### config.mk
export PLATFORM = sky130hd
export DESIGN_NAME = ca_code_gen
export DESIGN_NICKNAME = d
export VERILOG_FILES = /design/src/rtl/gnss_pkg.sv /design/src/rtl/ca_lfsr_pair.sv /design/src/rtl/ca_code_gen.sv
export SDC_FILE = /design/constraint.sdc
export NUM_CORES = 1
export LEC_CHECK = 0
export CELL_PAD_IN_SITES_DETAIL_PLACEMENT = 1
export CELL_PAD_IN_SITES_GLOBAL_PLACEMENT = 1
export CORE_MARGIN = 4
export CORE_UTILIZATION = 48
export CTS_CLUSTER_DIAMETER = 50
export CTS_CLUSTER_SIZE = 40
export DETAILED_ROUTE_END_ITERATION = 16
export PLACE_DENSITY = 0.86
export SYNTH_ARGS = -nofsm -noshare
export SYNTH_HDL_FRONTEND = slang
export SYNTH_SLANG_ARGS = --single-unit
### constraint.sdc
create_clock -name clk -period 3.6 [get_ports clk]
set_input_delay 0.72 -clock clk [delete_from_list [all_inputs] [get_ports clk]]
set_output_delay 0.72 -clock clk [all_outputs]
set_load 0.005 [all_outputs]
### src/rtl/gnss_pkg.sv
// Shared GPS C/A definitions: code length, LFSR width, FSM states, PRN-to-G2-tap lookup.
// Pure declarations; no logic of its own.
package gnss_pkg;

  localparam int LFSR_W = 10;
  localparam int CA_LEN = 1023;

  typedef enum logic [1:0] {IDLE, SLEW, RUN} ca_state_t;

  // Returns a one-hot-pair mask over g2[10:1] selecting the two phase-select taps.
  // Unknown PRNs map to an empty mask.
  function automatic logic [LFSR_W:1] prn_taps(input logic [5:0] prn);
    logic [7:0]        pair;
    logic [LFSR_W:1]   mask;
    case (prn)
      6'd1:  pair = 8'h26;  6'd2:  pair = 8'h37;  6'd3:  pair = 8'h48;  6'd4:  pair = 8'h59;
      6'd5:  pair = 8'h19;  6'd6:  pair = 8'h2A;  6'd7:  pair = 8'h18;  6'd8:  pair = 8'h29;
      6'd9:  pair = 8'h3A;  6'd10: pair = 8'h23;  6'd11: pair = 8'h34;  6'd12: pair = 8'h56;
      6'd13: pair = 8'h67;  6'd14: pair = 8'h78;  6'd15: pair = 8'h89;  6'd16: pair = 8'h9A;
      6'd17: pair = 8'h14;  6'd18: pair = 8'h25;  6'd19: pair = 8'h36;  6'd20: pair = 8'h47;
      6'd21: pair = 8'h58;  6'd22: pair = 8'h69;  6'd23: pair = 8'h13;  6'd24: pair = 8'h46;
      6'd25: pair = 8'h57;  6'd26: pair = 8'h68;  6'd27: pair = 8'h79;  6'd28: pair = 8'h8A;
      6'd29: pair = 8'h16;  6'd30: pair = 8'h27;  6'd31: pair = 8'h38;  6'd32: pair = 8'h49;
      default: pair = 8'h00;
    endcase
    mask = '0;
    if (pair != 8'h00) begin
      mask[pair[7:4]] = 1'b1;
      mask[pair[3:0]] = 1'b1;
    end
    return mask;
  endfunction

endpackage

### src/rtl/ca_lfsr_pair.sv
// G1/G2 shift-register pair with all-ones load and advance enables; code bit is combinational
// from current register state (zero latency). Load takes priority over advance.
module ca_lfsr_pair
  import gnss_pkg::*;
(
  input  logic              clk,
  input  logic              rst,
  input  logic              load,
  input  logic              adv,
  input  logic [LFSR_W:1]   taps,
  output logic              code
);

  logic [LFSR_W:1] g1;
  logic [LFSR_W:1] g2;
  logic            g1_fb;
  logic            g2_fb;

  assign g1_fb = g1[3] ^ g1[10];
  assign g2_fb = g2[2] ^ g2[3] ^ g2[6] ^ g2[8] ^ g2[9] ^ g2[10];
  assign code  = g1[LFSR_W] ^ (^(g2 & taps));

  always_ff @(posedge clk or negedge rst) begin
    if (!rst) begin
      g1 <= '1;
      g2 <= '1;
    end else if (load) begin
      g1 <= '1;
      g2 <= '1;
    end else if (adv) begin
      g1 <= {g1[LFSR_W-1:1], g1_fb};
      g2 <= {g2[LFSR_W-1:1], g2_fb};
    end
  end

endmodule

### src/rtl/ca_code_gen.sv
// GPS C/A chip generator: start loads PRN/phase, slews one chip per cycle to the phase, then streams.
// First chip phase+1 cycles after start; in RUN a chip is held until chip_ready, slewing ignores it.
module ca_code_gen #(
  parameter int PRN_MAX = 32,
  parameter int CA_LEN  = gnss_pkg::CA_LEN
) (
  input  logic        clk,
  input  logic        rst,
  input  logic        start,
  input  logic [5:0]  prn,
  input  logic [9:0]  phase,
  input  logic        stop,
  input  logic        chip_ready,
  output logic        chip_valid,
  output logic        chip,
  output logic [9:0]  chip_idx,
  output logic        epoch,
  output logic        busy,
  output logic        err
);
  import gnss_pkg::LFSR_W, gnss_pkg::prn_taps, gnss_pkg::ca_state_t;
  import gnss_pkg::IDLE, gnss_pkg::SLEW, gnss_pkg::RUN;

  localparam logic [9:0] LAST_IDX = 10'(CA_LEN - 1);
  localparam logic [5:0] PRN_TOP  = 6'(PRN_MAX);

  ca_state_t        state_q, state_d;
  logic [9:0]       idx_q, idx_d, phase_q, phase_d, idx_nxt;
  logic [LFSR_W:1]  taps_q, taps_d;
  logic             err_q, err_d;
  logic             req_ok, load, adv, step, code;

  assign req_ok  = (prn != 6'd0) && (prn <= PRN_TOP) && (phase <= LAST_IDX);
  assign idx_nxt = (idx_q == LAST_IDX) ? 10'd0 : idx_q + 10'd1;

  always_comb begin
    state_d = state_q;
    idx_d   = idx_q;
    phase_d = phase_q;
    taps_d  = taps_q;
    err_d   = err_q;
    load    = 1'b0;
    adv     = 1'b0;
    step    = 1'b0;
    if (start) begin
      if (req_ok) begin
        load    = 1'b1;
        idx_d   = 10'd0;
        phase_d = phase;
        taps_d  = prn_taps(prn);
        err_d   = 1'b0;
        state_d = (phase == 10'd0) ? RUN : SLEW;
      end else begin
        err_d   = 1'b1;
        state_d = IDLE;
      end
    end else if (stop) begin
      state_d = IDLE;
    end else begin
      case (state_q)
        SLEW: begin
          step = 1'b1;
          if (idx_nxt == phase_q) state_d = RUN;
        end
        RUN:     step = chip_ready;
        default: step = 1'b0;
      endcase
    end
    // Index 0 is defined as all-ones, so wrapping reloads rather than trusting the period.
    if (step) begin
      idx_d = idx_nxt;
      if (idx_q == LAST_IDX) load = 1'b1;
      else                   adv  = 1'b1;
    end
  end

  always_ff @(posedge clk or negedge rst) begin
    if (!rst) begin
      state_q <= IDLE;
      idx_q   <= '0;
      phase_q <= '0;
      taps_q  <= '0;
      err_q   <= 1'b0;
    end else begin
      state_q <= state_d;
      idx_q   <= idx_d;
      phase_q <= phase_d;
      taps_q  <= taps_d;
      err_q   <= err_d;
    end
  end

  ca_lfsr_pair u_lfsr (
    .clk  (clk),
    .rst  (rst),
    .load (load),
    .adv  (adv),
    .taps (taps_q),
    .code (code)
  );

  assign chip_valid = (state_q == RUN);
  assign busy       = (state_q == SLEW);
  assign chip       = chip_valid & code;
  assign chip_idx   = idx_q;
  assign epoch      = chip_valid && (idx_q == 10'd0);
  assign err        = err_q;

endmodule

==> results of run 1 <==
-- worst max-delay path, stage by stage (launching register included) --
cell	delay (ps)
dfrtp_1	430
inv_1	80
ha_1	240
or4b_2	610
nor4_1	200
clkdlybuf4s50_1	550
-- where the power goes --
group,switching [mW],internal [mW]
Sequential,0.0307,0.632
Combinational,0.182,0.160
Clock,0.207,0.231
-- layer usage --
metal  wire length [µm]  track usage [%]  share of wire [%]
met1               4440             28.5                 41
met3                385             2.64                3.6
met4                184             6.28                1.7
met2               5780             41.4                 54
met5                  0                0                  0
-- cells in the mapped netlist, types with 4 or more instances --
| master | instances | area [µm²] |
|---|---|---|
| nor2_1 | 43 | 161 |
| dfrtp_1 | 33 | 826 |
| nand2_1 | 33 | 124 |
| nor3_1 | 28 | 140 |
| o21ai_0 | 28 | 140 |
| dfstp_2 | 20 | 526 |
| xnor2_1 | 20 | 175 |
| a21oi_1 | 16 | 80.1 |
| a22o_1 | 16 | 140 |
| inv_1 | 14 | 52.6 |
| clkbuf_1 | 13 | 48.8 |
| o21ai_1 | 13 | 65.1 |
| nand3_1 | 12 | 60.1 |
| xor2_1 | 12 | 105 |
| ha_1 | 10 | 125 |
| mux2_2 | 10 | 113 |
| buf_2 | 9 | 45.0 |
| nand2b_1 | 8 | 50.1 |
| o31ai_1 | 7 | 52.6 |
| buf_6 | 6 | 67.6 |
| nand4_1 | 6 | 37.5 |
| mux2i_1 | 5 | 50.1 |
| nor2b_1 | 5 | 31.3 |
| nor4_1 | 5 | 31.3 |
| and3_1 | 4 | 25.0 |
| o32ai_1 | 4 | 35.0 |
-- per-stage QoR --
step	hold WS, ps	total power [mW]	setup WS, ps	std cells	utilization (%)
floorplan	424	0.897	1020	439	-
global placement	492	0.994	370	561	55.2
detailed placement	500	1.01	232	561	55.2
CTS	384	1.45	480	569	56.8
global route	408	1.51	410	569	56.8
finish	377	1.44	465	569	56.8
-- kinds of logic after synthesis --
family / after synthesis / synth area share (%)
buf+inv: 45 / 6.00
xor+xnor: 33 / 7.65
mux: 16 / 4.77
flops: 53 / 34.8
compound gates: 112 / 20.6
simple gates: 170 / 22.9
fa+ha+maj: 10 / 3.23
-- worst paths after layout --
check                           slack (ps)            to  cells past startpoint
max in group asynchronous             2550  u_lfsr.g2[4]                      2
worst max register to register         810    state_q[0]                      7
min in group clk                       520     taps_q[5]                      1
worst max-delay path                   460         epoch                      5
worst min-delay path                   380   chip_idx[7]                      1
worst min register to register         520     taps_q[5]                      1
-- final cells by class --
type | count | area (µm²)
clock inverters | 2 | 41.3
fillers | 921 | 3370
inverters | 14 | 52.6
clock buffers | 6 | 82.6
repair buffers | 51 | 478
flip-flops and latches | 53 | 1350
well taps | 102 | 128
multi-input cells | 341 | 2300
-- sequential cells by signal, indices dropped and copies added (netlist names) --
register / flops
err: 1
chip_idx: 10
state_q: 2
phase_q: 10
u_lfsr.g1: 10
u_lfsr.g2: 10
taps_q: 10
==> impl_metrics.tcl, run 1 <==
set metrics [dict create \
    required_ps 2880 \
    drive_gt1_share_pct 16.7 \
    tns_ps 0 \
    peakVddDrop_mv 0.172 \
    cts_tree "yes" \
    drc 0 \
    slew-limit-headroom_pct 58.1 \
    postCtsSetupBuffers 0 \
    core-area_mm2 0.00781 \
    synth_edf_count 0 \
    ys_warn_count 0 \
    p_leak_nw 1.71 \
    detail_route.vias_per_cell 6.10 \
    ys_ff_latch 53 \
    grt_pass1_vias 3561 \
    layout_commonest_cell "nor2_1" \
    dieWidth_um 97.9 \
    num_vias 3471 \
    die_h_um 97.9 \
    p_per_area_mw_per_mm2 325 \
    clock_latency_ps 310 \
    end_kind "output pin" \
    worst_setup_hold_path_clk_slew_ps 100 \
    fin_nets 497 \
    worst_setup_path_start_kind "register" \
    slew_violations 0 \
    ctsResizeCount 0 \
    outcome "finished clean" \
    layout_min_cycle_time_ps 3140 \
    cts_root_buffer "clkbuf_8" \
    post-route-cell-area_mm2 0.00443 \
    clock-sinks 53 \
    cts_buffers 5 \
    finalSetupViolCount 0 \
    rsz0062_at_grt "false" \
    syn_area_mm2 0.00388 \
    die_area_mm2 0.00958 \
    cap_violations 0 \
    async_flop_share_pct 100 \
    portBuffers 35 \
    fin_skew_ps 6.05 \
    tightest_slew_ps 623 \
    ant_nets 0 \
    hold_violations 0 \
    gr-total-overflow 0 \
    num_rows 32 \
    cts_hold_buf 0 \
    htreeDepth 2 \
    initial_utilization_pct 49.7 \
    grt_pass1_wl_um 18100 \
    dp.final_hpwl_um 8040 \
    ys_seq_area_share_pct 34.8 \
    antennaDiodeCount 0 \
    ctsLongestPathBuffers 2 \
    syn2layout_area_growth_pct 14.3 \
    min_period_over_period_pct 87.1 \
    crit_fanout 4 \
    placed_area_mm2 0.00431 \
    syn_inst 439 \
    worstPathArrival_ps 2420 \
    startpoint "state_q[0]" \
    grt_max_degree 46 \
    synth_flop_cell "dfrtp_1" \
    routedWlPerCell_um 19.0 \
    routed_wirelength_um 10800 \
    drt_first_iter_violations 164 \
    timing.fmax_ghz 0.319 \
    grt_use_total_pct 22.8 \
    synth_fp_nets 470 \
    ios 36 \
    path_class "register to output pin" \
    layout_common_cells "43 x nor2_1, 34 x clkdlybuf4s50_1, 33 x nand2_1, 33 x dfrtp_1" \
    r2r-start "chip_idx[4]" \
    dr.pass1.iters 4 \
    grt_antenna_before_repair 0 \
    synth_cell_type_count 66 \
    min_path_type "input pin to asynchronous set/reset pin" \
    syn_avg_cell_area_um2 8.84 \
    gp_congestion 0.865 \
]
Note: power is estimated with default switching activity, not from simulation.
==> run 2: changes to the inputs <==
--- a/config.mk
+++ b/config.mk
@@ -12,6 +12,7 @@
 export CTS_CLUSTER_DIAMETER = 50
 export CTS_CLUSTER_SIZE = 40
 export DETAILED_ROUTE_END_ITERATION = 16
+export HOLD_SLACK_MARGIN = 0.08
 export PLACE_DENSITY = 0.86
 export SYNTH_ARGS = -nofsm -noshare
 export SYNTH_HDL_FRONTEND = slang
==> results of run 2 <==
No change in the layout: final DEF, timing and power equal those of run 1.
